File: src/rtl/frame_counter_pkg.sv
// Purpose: shared default constants for the frame-rate divider.
// Latency: n/a (constants only).
// Backpressure: n/a.
package frame_counter_pkg;

  localparam int FRAME_DIV_DEFAULT = 2;   // frames per frame_enable strobe
  localparam int DIV_W_DEFAULT     = 8;   // width of the divide counter
  localparam int CNT_W_DEFAULT     = 16;  // width of the running frame index

endpackage : frame_counter_pkg

File: src/rtl/vsync_edge_detect.sv
// Purpose: polarity-normalise camera vsync, optionally synchronise it, and emit a registered one-cycle frame_start pulse.
// Latency: frame_start high one cycle after the active level is first sampled (+2 cycles with FRAME_COUNTER_SYNC_EN).
// Backpressure: none; every qualifying edge produces a pulse.
//
// Ports: clk (system clock), reset (sync, active-low), vsync_in (raw camera vsync),
//        frame_start (one-cycle pulse per frame start).
// Build option: define FRAME_COUNTER_SYNC_EN to add a two-flop synchroniser for an asynchronous camera.
module vsync_edge_detect
  import frame_counter_pkg::*;
#(
  parameter int VSYNC_ACTIVE_LOW = 0
) (
  input  logic clk,
  input  logic reset,
  input  logic vsync_in,
  output logic frame_start
);

  logic vs_raw;
  logic vs;
  logic vs_prev;

  // Normalise so that logic 1 always means "vsync active".
  assign vs_raw = (VSYNC_ACTIVE_LOW != 0) ? ~vsync_in : vsync_in;

`ifdef FRAME_COUNTER_SYNC_EN
  logic [1:0] sync_q;

  // Synchroniser resets to the active level so a vsync already active at
  // reset release does not look like a fresh edge.
  always_ff @(posedge clk) begin
    if (!reset) begin
      sync_q <= 2'b11;
    end else begin
      sync_q <= {sync_q[0], vs_raw};
    end
  end

  assign vs = sync_q[1];
`else
  assign vs = vs_raw;
`endif

  // vs_prev also resets active: the first counted frame needs an inactive
  // sample followed by an active one.
  always_ff @(posedge clk) begin
    if (!reset) begin
      vs_prev     <= 1'b1;
      frame_start <= 1'b0;
    end else begin
      vs_prev     <= vs;
      frame_start <= vs & ~vs_prev;
    end
  end

endmodule : vsync_edge_detect

File: src/rtl/frame_counter.sv
// Purpose: frame-rate divider; one-cycle frame_enable every FRAME_DIV-th camera frame start plus a running frame index.
// Latency: frame_enable high 2 cycles after vsync active level is first sampled (4 cycles with FRAME_COUNTER_SYNC_EN).
// Backpressure: none; strobe is fire-and-forget and no frame start is ever dropped.
//
// Ports: clk (system clock), reset (sync, active-low), vsync_in (raw camera vsync),
//        frame_enable (registered one-cycle strobe), frame_count (registered count of all frame starts, wraps).
// Build option: define FRAME_COUNTER_SYNC_EN to synchronise vsync_in before edge detection.
module frame_counter
  import frame_counter_pkg::*;
#(
  parameter int FRAME_DIV        = FRAME_DIV_DEFAULT,
  parameter int DIV_W            = DIV_W_DEFAULT,
  parameter int CNT_W            = CNT_W_DEFAULT,
  parameter int VSYNC_ACTIVE_LOW = 0
) (
  input  logic             clk,
  input  logic             reset,
  input  logic             vsync_in,
  output logic             frame_enable,
  output logic [CNT_W-1:0] frame_count
);

  // A divisor of zero or one that does not fit the counter can never
  // produce a well-defined strobe, so refuse to build it.
  if (FRAME_DIV < 1 || FRAME_DIV > (2 ** DIV_W) - 1) begin : g_bad_frame_div
    $error("frame_counter: FRAME_DIV=%0d out of range for DIV_W=%0d", FRAME_DIV, DIV_W);
  end

  localparam logic [DIV_W-1:0] DIV_LAST = DIV_W'(FRAME_DIV - 1);

  logic             frame_start;
  logic [DIV_W-1:0] div_cnt;

  vsync_edge_detect #(
    .VSYNC_ACTIVE_LOW (VSYNC_ACTIVE_LOW)
  ) u_edge (
    .clk         (clk),
    .reset       (reset),
    .vsync_in    (vsync_in),
    .frame_start (frame_start)
  );

  // frame_enable defaults low every cycle so it can only ever be a single
  // cycle wide; frame_count moves on the same edge that raises the strobe.
  always_ff @(posedge clk) begin
    if (!reset) begin
      div_cnt      <= '0;
      frame_count  <= '0;
      frame_enable <= 1'b0;
    end else begin
      frame_enable <= 1'b0;
      if (frame_start) begin
        frame_count <= frame_count + CNT_W'(1);
        if (div_cnt == DIV_LAST) begin
          div_cnt      <= '0;
          frame_enable <= 1'b1;
        end else begin
          div_cnt <= div_cnt + DIV_W'(1);
        end
      end
    end
  end

endmodule : frame_counter

File: config.mk
export PLATFORM = sky130hd
export DESIGN_NAME = frame_counter
export DESIGN_NICKNAME = d
export VERILOG_FILES = /design/src/rtl/frame_counter_pkg.sv /design/src/rtl/vsync_edge_detect.sv /design/src/rtl/frame_counter.sv
export SDC_FILE = /design/constraint.sdc
export NUM_CORES = 1
export LEC_CHECK = 0
export CORE_MARGIN = 1
export CORE_UTILIZATION = 41
export DETAILED_ROUTE_END_ITERATION = 12
export DONT_BUFFER_PORTS = 1
export SLEW_MARGIN = 20
export SYNTH_ARGS = -nofsm -noshare
export SYNTH_HDL_FRONTEND = slang
export SYNTH_SLANG_ARGS = --single-unit
File: constraint.sdc
create_clock -name clk -period 1.77 [get_ports clk]
set_clock_uncertainty 0.05 [all_clocks]
set_input_delay 0 -clock clk [delete_from_list [all_inputs] [get_ports clk]]
set_output_delay 0 -clock clk [all_outputs]
set_load 0.01 [all_outputs]
# [Word-level counts from Yosys, hierarchy flattened]
# Cells that the tools add are included.
# W data, S select, Z words.
[totals] ff_bits=27 in_bits=3 out_inout_bits=17 word_cells=13
[classes] n_addsub=2 n_reduce_logical=1 mux=2 n_eq_ne=1 bitwise=2
[op_table] cell="$add A16 B1 Y16 const B" count=1
[op_table] cell="$add A8 B1 Y8 const B" count=1
[op_table] cell="$eq A8 B1 Y1 const B" count=1
[op_table] cell="$mux W8" count=1
[op_table] cell="$reduce_and A2 Y1" count=1
[op_table] cell="$and A1 B1 Y1" count=1
[op_table] cell="$mux W1" count=1
[op_table] cell="$not A1 Y1" count=1

# [Depth between registers and ports, before layout]
# Gate-level depths: netlist of the first run.
[depth] word_depth=2 depth_mapped=5 ltp_nobuf=5

# [Hierarchy]
# Synthesis of the first run repeated with hierarchy kept, for this count alone.
[hier_totals] hier_cells=134 area_unflattened_um2=1177.4
[modules_own_cells] module="frame_counter" cells_each=130 instances=1 area_each_um2=1122.3
[modules_own_cells] module="vsync_edge_detect" cells_each=4 instances=1 area_each_um2=55.1

# [Worst setup path before layout of the first run]
# Ideal clock, no wire load.
[synth_path] path_kind="reg2reg" startpoint="register frame_count[3]" endpoint="register frame_count[9]" n_path_buf=1 setup_slack_ns=0.486 required_ns=1.592 path_stages_with_launch=6 arrival_ns=1.106 path_cell_list="dfxtp_1 > and4_1 > buf_4 > and4_1 > xnor2_1 > nor2_1"
[synth_via] elab_chain_len=1
[synth_lines] item="from (decl)" line_no="frame_counter.sv:20" source="output logic [CNT_W-1:0] frame_count"
[synth_lines] item="from (signal assigned)" line_no="frame_counter.sv:53" source="frame_count <= frame_count + CNT_W'(1);"
[synth_lines] item="$add A16 B1 Y16" line_no="frame_counter.sv:53"
# Every way passes these cells.
# A chain may end at the register's enable or synchronous reset.

# [Worst setup path in the final report of the first run]
# Same ends and word-level chain as after synthesis.

==> results of run 1 <==
-- placed cells by master (no fill, tap or decap), types with 2 or more instances in the layout --
cell type and n:
sky130_fd_sc_hd__and3_1 2, sky130_fd_sc_hd__and4_1 2, sky130_fd_sc_hd__and4_4 2, sky130_fd_sc_hd__buf_4 4, sky130_fd_sc_hd__clkbuf_4 3, sky130_fd_sc_hd__dfxtp_1 27, sky130_fd_sc_hd__dlygate4sd3_1 3, sky130_fd_sc_hd__ha_1 3
sky130_fd_sc_hd__inv_1 2, sky130_fd_sc_hd__mux2i_1 5, sky130_fd_sc_hd__nand2_1 14, sky130_fd_sc_hd__nand2b_1 5, sky130_fd_sc_hd__nand3_1 2, sky130_fd_sc_hd__nand3_2 2, sky130_fd_sc_hd__nand4_1 10, sky130_fd_sc_hd__nor2_1 25
sky130_fd_sc_hd__nor3_1 2, sky130_fd_sc_hd__xnor2_1 7, sky130_fd_sc_hd__xor2_1 10
-- cells by family (layout without fill, tap and decap cells) --
| kind of cell | count (synthesis) | in the layout | share of synthesized area (%) |
|---|---|---|---|
| multiplexers | 5 | 5 | 4.22 |
| adder cells (fa/ha/maj) | 3 | 3 | 3.16 |
| buffers and inverters | 7 | 13 | 2.95 |
| AO/OA/AOI/OAI | 3 | 3 | 1.48 |
| XOR/XNOR | 17 | 17 | 12.6 |
| AND/OR/NAND/NOR | 69 | 69 | 30.1 |
| flip-flops | 27 | 27 | 45.6 |
-- state kept, by name, summed over array words and instances, names as in the netlist --
register / flops
div_cnt: 8
frame_count: 16
u_edge.vs_prev: 1
u_edge.frame_start: 1
frame_enable: 1
-- area by class of cell --
type | instances | area share, %
Tap cell | 31 | 3.02
Sequential cell | 27 | 42.1
Multi-Input combinational cell | 97 | 47.5
Inverter | 2 | 0.584
Clock inverter | 1 | 0.389
Clock buffer | 3 | 1.75
Timing Repair Buffer | 7 | 4.67
-- per-stage QoR --
step	setup slack (ps)	cells	power (mW)	hold slack, ps	area (um^2)
final	315	168	0.910	271	1280
after global routing	225	168	0.952	253	1280
after CTS	305	168	0.925	247	1280
after detailed placement	323	161	0.655	35.8	1230
after global placement	343	161	0.654	29.0	1230
after floorplan	486	131	0.652	51.5	1190
-- what timing repair did --
action                                 CTS  global route
gates resized for setup                  0             0
endpoints found under the hold margin   26             0
hold buffers                             3             0
setup endpoints to repair                0             0
-- final timing paths --
check                                                 start                       endpoint  slack [ps]  depth (start not counted)
worst max register to register  frame_count[3]$_SDFFE_PN0P_    frame_count[9]$_SDFFE_PN0P_         310                          4
worst max-delay path            frame_count[3]$_SDFFE_PN0P_    frame_count[9]$_SDFFE_PN0P_         310                          4
worst min register to register    u_edge.vs_prev$_SDFF_PN1_  u_edge.frame_start$_SDFF_PN0_         360                          1
worst min-delay path                               vsync_in      u_edge.vs_prev$_SDFF_PN1_         270                          2
-- power groups by stage --
stage	combinational, mW	clock, mW	sequential [mW]
after floorplan	0.0222	0	0.630
after global placement	0.0229	0	0.632
after detailed placement	0.0232	0	0.632
final	0.0317	0.260	0.618
after global routing	0.0356	0.297	0.620
after CTS	0.0318	0.275	0.619
-- worst reg2reg max path, delay by kind of cell, from the launching register on --
kind / cells / cell delay [ps]
xor gates and xnor gates: 1 / 120
DFF: 1 / 510
and+or+nand+nor: 3 / 670
-- metal layers --
| layer | share of wire [%] | GRT usage, % | vias up |
|---|---|---|---|
| met3 | 3.9 | 3.26 | 2 |
| met1 | 49 | 19.0 | 429 |
| met4 | 0.84 | 7.50 | 0 |
| li1 | - | - | 461 |
| met2 | 46 | 24.8 | 15 |
| met5 | 0 | 0 | - |
==> results.json, run 1 <==
{
  "power.net_switching_uw": 200,
  "die-area_um2": 3110,
  "final-max-slew-violation-count": 0,
  "worst-endpoint-required_ps": 1930,
  "vdd_drop_max_v": 0.000463,
  "cp.arrival_ps": 1610,
  "antenna_violations_before_repair": 0,
  "fin_setup_tns_ps": 0,
  "final_nets": 144,
  "grt_first_pass_wirelength_um": 3710,
  "critical-path-max-stage-delay_ps": 510,
  "worst_skew_pair.late_latency_ps": 320,
  "gate_power_share_pct": 3.5,
  "grt_pass1_vias": 814,
  "timing_hold_violations_final": 0,
  "fmax_mhz": 687,
  "synth_cells": 131,
  "die-width_um": 55.8,
  "worst_path_dominant_cell_family": "simple AND/OR/NAND/NOR gates",
  "aggregate_routed_wire_length_um": 2140,
  "synthTopCellsByCount": "27 x sky130_fd_sc_hd__dfxtp_1, 25 x sky130_fd_sc_hd__nor2_1, 14 x sky130_fd_sc_hd__nand2_1, 10 x sky130_fd_sc_hd__nand4_1, 10 x sky130_fd_sc_hd__xor2_1",
  "die_h_um": 55.8,
  "h_tree_level_count": 1,
  "cts.root.buffer_cell": "sky130_fd_sc_hd__clkbuf_4",
  "post_synthesis_cell_type_with_the_largest_combined_area": "sky130_fd_sc_hd__dfxtp_1",
  "nFillCells": 269,
  "timing.final.crit_share_pct": 82.2,
  "tritoncts_clock_tree": "done",
  "synthDistinctLibCells": 25,
  "syn_nets": 137,
  "drcViolationCount": 0,
  "routabilityCongestion": 0.850,
  "count_of_flip_flops_with_a_built_in_enable_after_synthesis": 0,
  "drt_pre_antenna_iters": 4,
  "post_synth.cell_area_avg_um2": 9.05,
  "post-synth-top-area-fraction_pct": 45.6,
  "cell_area_synth_um2": 1190,
  "critical_path_class": "flop to flop",
  "core-area_um2": 2760,
  "cts.sink_count": 27,
  "grt_max_degree": 16,
  "grt_util_all_layers_pct": 15.2,
  "dr.first_iter.drc_count": 80,
  "row_count": 19,
  "global_route.overflow_total": 0,
  "detailroute.via_count": 907,
  "hp-class": "primary input to flop",
  "worst-path-buf-inv": 0,
  "maxCapViolCount": 0,
  "crit_path_end_kind": "flop",
  "cp_dominant_cell_by_count": "sky130_fd_sc_hd__and4_1",
  "result_of_the_run": "finished clean",
  "synth_top_cells_by_area": "sky130_fd_sc_hd__dfxtp_1 46%, sky130_fd_sc_hd__nor2_1 7.9%, sky130_fd_sc_hd__xor2_1 7.4%, sky130_fd_sc_hd__nand4_1 5.3%, sky130_fd_sc_hd__xnor2_1 5.2%",
  "power-per-cell-area_nw_per_um2": 708,
  "post_cts_buffers": 0,
  "sequential_cell_fraction_of_total_power_pct": 68.0,
  "power.switching_fraction_pct": 21.9,
  "grt_setup_unrepaired": "false",
  "vias_per_cell": 5.40,
  "n_antenna_cell": 0,
  "max_slew_headroom_pct": 72.1,
  "cellInternalPower_uw": 710,
  "timing.critical_path.fanout_max": 6,
  "detail-route-antenna-nets": 0,
  "finalCriticalPeriod_ps": 1460,
  "finish.utilization_pct": 46.6,
  "dp.final_hpwl_um": 1520,
  "most_used_standard_cell_by_instance_count_after_synthesis": "sky130_fd_sc_hd__dfxtp_1",
  "clkTransAtPathRegs_ps": 140,
  "slew_at_the_pin_closest_to_its_max_slew_limit_ps": 419,
  "cts_made_buffers": 3,
  "clkPwrFrac_pct": 28.5,
  "worstSetupStartpointType": "flop",
  "multi_input_area_um2": 611,
  "avgRoutedWirePerCell_um": 12.7,
  "leakage_nw": 0.489,
  "yosysWarnings": 0,
  "synthArstFlopShare_pct": 0,
  "storage_element_area_um2": 541,
  "slowest_cell_on_the_critical_path": "sky130_fd_sc_hd__dfxtp_1",
  "finalSetupViolations": 0,
  "initial_utilization_pct": 43.0,
  "worstPathCellList": "and4_1, and4_1, xnor2_1, nor2_1",
  "io_pins": 20,
  "io_buffers": 0,
  "buffers_from_clock_root_to_sink_at_most": 2,
  "ys_ff_latch": 27,
  "post_route_cells_drive_above_1_share_pct": 8.76,
  "ys_dominant_reg_cell": "sky130_fd_sc_hd__dfxtp_1",
  "area_delta_synth_final_pct": 8.33,
  "fraction_of_the_yosys_area_taken_by_sequential_cells_pct": 45.6
}
No activity file was read; power rests on OpenSTA's default activity.
==> run 2: changes to the inputs <==
Clock period 1.77 ns to 1.4 ns, I/O delays scaled along.
==> run 2 against run 1 <==
Via count is 4.5% higher. Routed wire length is 2.9% higher. Worst hold slack worse by 9.7 ps. Worst setup slack worse by 200 ps. Critical endpoint unchanged.
==> results.json, run 2 (same netlist as run 1, synthesis figures left out) <==
{
  "post_route_cells_drive_above_1_share_pct": 19.7,
  "result_of_the_run": "finished clean",
  "grt_max_degree": 15,
  "finalSetupViolations": 0,
  "dp.final_hpwl_um": 1700,
  "finalCriticalPeriod_ps": 1290,
  "power.switching_fraction_pct": 21.1,
  "cp.arrival_ps": 1440,
  "fmax_mhz": 776,
  "worst-endpoint-required_ps": 1550,
  "drt_pre_antenna_iters": 4,
  "fin_setup_tns_ps": 0,
  "worst_skew_pair.late_latency_ps": 310,
  "nFillCells": 283,
  "vias_per_cell": 5.18,
  "leakage_nw": 0.564,
  "core-area_um2": 2760,
  "grt_pass1_vias": 907,
  "timing_hold_violations_final": 0,
  "final_nets": 159,
  "grt_first_pass_wirelength_um": 3850,
  "sequential_cell_fraction_of_total_power_pct": 67.9,
  "routabilityCongestion": 0.778,
  "dr.first_iter.drc_count": 18,
  "timing.final.crit_share_pct": 92.1,
  "buffers_from_clock_root_to_sink_at_most": 2,
  "io_pins": 20,
  "hp-class": "primary input to flop",
  "largest_register_by_flop_count": "frame_count",
  "max_slew_headroom_pct": 72.2,
  "maxCapViolCount": 0,
  "finish.utilization_pct": 50.9,
  "die-width_um": 55.8,
  "final-max-slew-violation-count": 0,
  "commonest_non_fill_non_tap_cells_in_the_layout": "25 x sky130_fd_sc_hd__nor2_1, 25 x sky130_fd_sc_hd__dfxtp_1, 19 x sky130_fd_sc_hd__buf_4, 13 x sky130_fd_sc_hd__nand2_1",
  "power.net_switching_uw": 242,
  "die_h_um": 55.8,
  "antenna_violations_before_repair": 0,
  "slew_at_the_pin_closest_to_its_max_slew_limit_ps": 416,
  "drcViolationCount": 0,
  "clkPwrFrac_pct": 28.0,
  "total_power_mw": 1.15,
  "summed_area_of_non_filler_cells_in_the_final_layout_um2": 1400,
  "critical_path_class": "flop to flop",
  "worstSetupStartpointType": "flop",
  "tritoncts_clock_tree": "done",
  "power-per-cell-area_nw_per_um2": 819,
  "clkTransAtPathRegs_ps": 140,
  "area_delta_synth_final_pct": 18.4,
  "row_count": 19,
  "vdd_drop_max_v": 0.000767,
  "gate_power_share_pct": 4.2,
  "io_buffers": 0,
  "grt_setup_unrepaired": "false",
  "cts.sink_count": 27,
  "die-area_um2": 3110,
  "timing.critical_path.fanout_max": 6,
  "cts_made_buffers": 3,
  "cts.root.buffer_cell": "sky130_fd_sc_hd__clkbuf_4",
  "crit_path_end_kind": "flop",
  "placedInstanceArea_um2": 1340,
  "detail-route-antenna-nets": 0,
  "h_tree_level_count": 1,
  "cellInternalPower_uw": 907,
  "detailroute.via_count": 948,
  "avgRoutedWirePerCell_um": 12.0,
  "timing.hold.ws_ps": 261,
  "reg_top3": "frame_count: 16 flops, div_cnt: 8 flops",
  "grt_util_all_layers_pct": 15.5,
  "n_antenna_cell": 0,
  "largest_reg_flops": 16,
  "initial_utilization_pct": 43.0,
  "global_route.overflow_total": 0,
  "aggregate_routed_wire_length_um": 2200
}
run 2: area by class of cell:
class / count / area, um^2 / area share [%]
timing repair buffer: 22 / 173 / 12.3
sequential: 27 / 543 / 38.7
clock buffer: 4 / 26.3 / 1.87
multi-input combinational: 97 / 616 / 43.9
tap: 31 / 38.8 / 2.76
inverter: 2 / 7.51 / 0.535
run 2: what timing repair did:
action                     in CTS  in global routing
hold endpoints to repair       25                  0
resized for setup               0                  4
hold buffers                    3                  0
setup endpoints to repair       0                 11
buffers inserted                0                  0
run 2: final timing paths:
path | start | to | slack, ps | cells after the start
setup / recovery | frame_count[5]$_SDFFE_PN0P_ | frame_count[9]$_SDFFE_PN0P_ | 110 | 4
hold / removal | vsync_in | u_edge.vs_prev$_SDFF_PN1_ | 260 | 2
hold reg to reg | u_edge.vs_prev$_SDFF_PN1_ | u_edge.frame_start$_SDFF_PN0_ | 340 | 1
setup reg to reg | frame_count[5]$_SDFFE_PN0P_ | frame_count[9]$_SDFFE_PN0P_ | 110 | 4
run 2: layer usage:
metal	track usage, %	vias up	part of all wire (%)
li1	-	485	-
met1	19.0	438	47
met2	24.6	19	46
met3	4.19	6	4.6
met4	8.93	0	2.3
met5	0	-	0
run 2: metrics by stage:
step	std cells	worst slack, ps
after floorplan	131	116
after global placement	176	111
after detailed placement	176	75.8
after CTS	183	53.1
after global routing	183	41.5
final	183	111
run 2: worst max-delay path, cell delays in order (launching register included):
cell and delay, ps:
sky130_fd_sc_hd__dfxtp_1 380, sky130_fd_sc_hd__and4_1 350, sky130_fd_sc_hd__and4_1 240, sky130_fd_sc_hd__xnor2_1 110
sky130_fd_sc_hd__nor2_1 50
run 2: power groups by stage:
stage	Combinational [mW]	Sequential (mW)	Clock, mW
2_1_floorplan	0.0281	0.796	0
3_3_place_gp	0.0364	0.796	0
3_5_place_dp	0.0373	0.797	0
4_1_cts	0.0479	0.780	0.334
5_1_grt	0.0544	0.781	0.362
6_report	0.0479	0.780	0.322
==> run 3: changes to the inputs <==
Settings changed: CTS_BUF_LIST set to sky130_fd_sc_hd__clkbuf_8 sky130_fd_sc_hd__clkbuf_16.
==> run 3 against run 2 <==
Sequential power about the same. Flip-flop and latch count did not move. Count of clock-buffer cells in the layout down 1. Non-clock buffer count did not move. Critical path type unchanged. Power increased by 8.2%. First-iteration DRC count unchanged. Routed wire length rose by 0.91%. Register-to-register slack barely moved. Global-route usage grew 0.20 points.
==> results.json, run 3 (same netlist as run 1, synthesis figures left out) <==
{
  "post_route_cells_drive_above_1_share_pct": 19.1,
  "finalSetupViolations": 0,
  "finalCriticalPeriod_ps": 1300,
  "cp.arrival_ps": 1450,
  "post_cts_buffers": 0,
  "io_pins": 20,
  "h_tree_level_count": 1,
  "initial_utilization_pct": 43.0,
  "max_slew_headroom_pct": 73.2,
  "worst_skew_pair.late_latency_ps": 260,
  "avgRoutedWirePerCell_um": 12.1,
  "drt_pre_antenna_iters": 4,
  "vias_per_cell": 5.17,
  "dr.first_iter.drc_count": 18,
  "cts.root.buffer_cell": "sky130_fd_sc_hd__clkbuf_8",
  "grt_pass1_vias": 914,
  "hp-class": "primary input to flop",
  "cts.sink_count": 27,
  "timing.hold.ws_ps": 23.6,
  "timing.final.crit_share_pct": 92.9,
  "stdcell_count": 183,
  "leakage_nw": 0.576,
  "detail-route-antenna-nets": 0,
  "layout_commonest_cell": "sky130_fd_sc_hd__dfxtp_1",
  "timing.reg2reg.setup_slack_ps": 100,
  "buffers_from_clock_root_to_sink_at_most": 2,
  "clkTransAtPathRegs_ps": 90,
  "final_nets": 159,
  "worst-endpoint-required_ps": 1550,
  "timing.critical_path.fanout_max": 4,
  "die-area_um2": 3110,
  "reg_top3": "frame_count: 16 flops, div_cnt: 8 flops",
  "grt_first_pass_wirelength_um": 3880,
  "die_h_um": 55.8,
  "r2r_cells": 4,
  "cts_made_buffers": 3,
  "area_delta_synth_final_pct": 19.8,
  "tritoncts_clock_tree": "done",
  "fin_setup_tns_ps": 0,
  "whs_path_depth": 2,
  "grt_max_degree": 15,
  "crit_path_end_kind": "flop",
  "drcViolationCount": 0,
  "io_buffers": 0,
  "worstSetupStartpointType": "flop",
  "critical_path_class": "flop to flop",
  "antenna_violations_before_repair": 0,
  "vdd_drop_max_v": 0.000767,
  "routabilityCongestion": 0.778,
  "n_antenna_cell": 0,
  "detailroute.via_count": 946,
  "power-per-cell-area_nw_per_um2": 875,
  "timing_hold_violations_final": 0,
  "final-max-slew-violation-count": 0,
  "grt_setup_unrepaired": "false",
  "number_of_placed_instances_with_taps_included": 176,
  "fmax_mhz": 769,
  "largest_register_by_flop_count": "frame_count",
  "global_route.overflow_total": 0,
  "result_of_the_run": "finished clean",
  "core-area_um2": 2760,
  "aggregate_routed_wire_length_um": 2220,
  "hold_path_startpoint": "reset",
  "regToRegEndpoint": "frame_count[5]$_SDFFE_PN0P_",
  "dp.final_hpwl_um": 1700,
  "die-width_um": 55.8,
  "commonest_non_fill_non_tap_cells_in_the_layout": "26 x sky130_fd_sc_hd__dfxtp_1, 25 x sky130_fd_sc_hd__nor2_1, 19 x sky130_fd_sc_hd__buf_4, 13 x sky130_fd_sc_hd__nand2_1",
  "largest_reg_flops": 16,
  "maxCapViolCount": 0,
  "row_count": 19,
  "grt_util_all_layers_pct": 15.7,
  "timing.hold.worst_endpoint": "frame_count[12]$_SDFFE_PN0P_",
  "timing.rr.start": "frame_count[2]$_SDFFE_PN0P_",
  "slew_at_the_pin_closest_to_its_max_slew_limit_ps": 402
}
==> run 3: how the worst max path moves through the flow <==
stage	from	end	slack, ps	depth (start not counted)
finish	frame_count[2]$_SDFFE_PN0P_	frame_count[5]$_SDFFE_PN0P_	100	4
global route	reset	u_edge.vs_prev$_SDFF_PN1_	3	3
detailed placement	u_edge.frame_start$_SDFF_PN0_	frame_count[14]$_SDFFE_PN0P_	80	4
floorplan	frame_count[3]$_SDFFE_PN0P_	frame_count[9]$_SDFFE_PN0P_	120	5
global placement	u_edge.frame_start$_SDFF_PN0_	frame_count[14]$_SDFFE_PN0P_	110	4
CTS	u_edge.frame_start$_SDFF_PN0_	frame_count[14]$_SDFFE_PN0P_	60	4
==> run 3: cell type report <==
cell class | count | area [um^2]
Fill cell | 275 | 1340
Multi-Input combinational cell | 97 | 616
Sequential cell | 27 | 542
Timing Repair Buffer | 22 | 173
Clock buffer | 3 | 41.3
Tap cell | 31 | 38.8
Inverter | 2 | 7.51
Clock inverter | 1 | 3.75
==> run 3: through the flow <==
stage	setup slack (ps)	total power, mW	util (%)	cell area, um^2
floorplan	116	0.824	-	1190
global placement	111	0.833	48.6	1340
detailed placement	75.8	0.834	48.6	1340
CTS	59.1	1.26	51.3	1420
global route	2.57	1.29	51.5	1420
finish	99.0	1.24	51.5	1420
==> run 3: critical path, cell delays in order, from the launching register on <==
cell and delay, ps:
sky130_fd_sc_hd__dfxtp_1 380, sky130_fd_sc_hd__buf_4 140, sky130_fd_sc_hd__nand4_1 140, sky130_fd_sc_hd__or3_1 380, sky130_fd_sc_hd__a21oi_1 140
==> run 3: timing repair <==
action                                 CTS  global route
hold buffers                             3             0
gates resized for setup                  0             3
endpoints found under the hold margin   13             0
setup endpoints to repair                0            10
==> run 3: power breakdown <==
group	internal, mW	total, mW	leakage [nW]	switching [mW]
registers	0.773	0.779	0.218	0.00583
clock network	0.196	0.417	0.0269	0.221
logic	0.0218	0.0475	0.330	0.0257
total	0.991	1.24	0.576	0.253
==> run 3: per-layer routing <==
metal,GRT usage [%],routed length [um],part of all wire (%)
met1,19.1,1030,46
met3,4.19,97,4.4
met4,8.93,51,2.3
met2,25.1,1040,47
met5,0,0,0
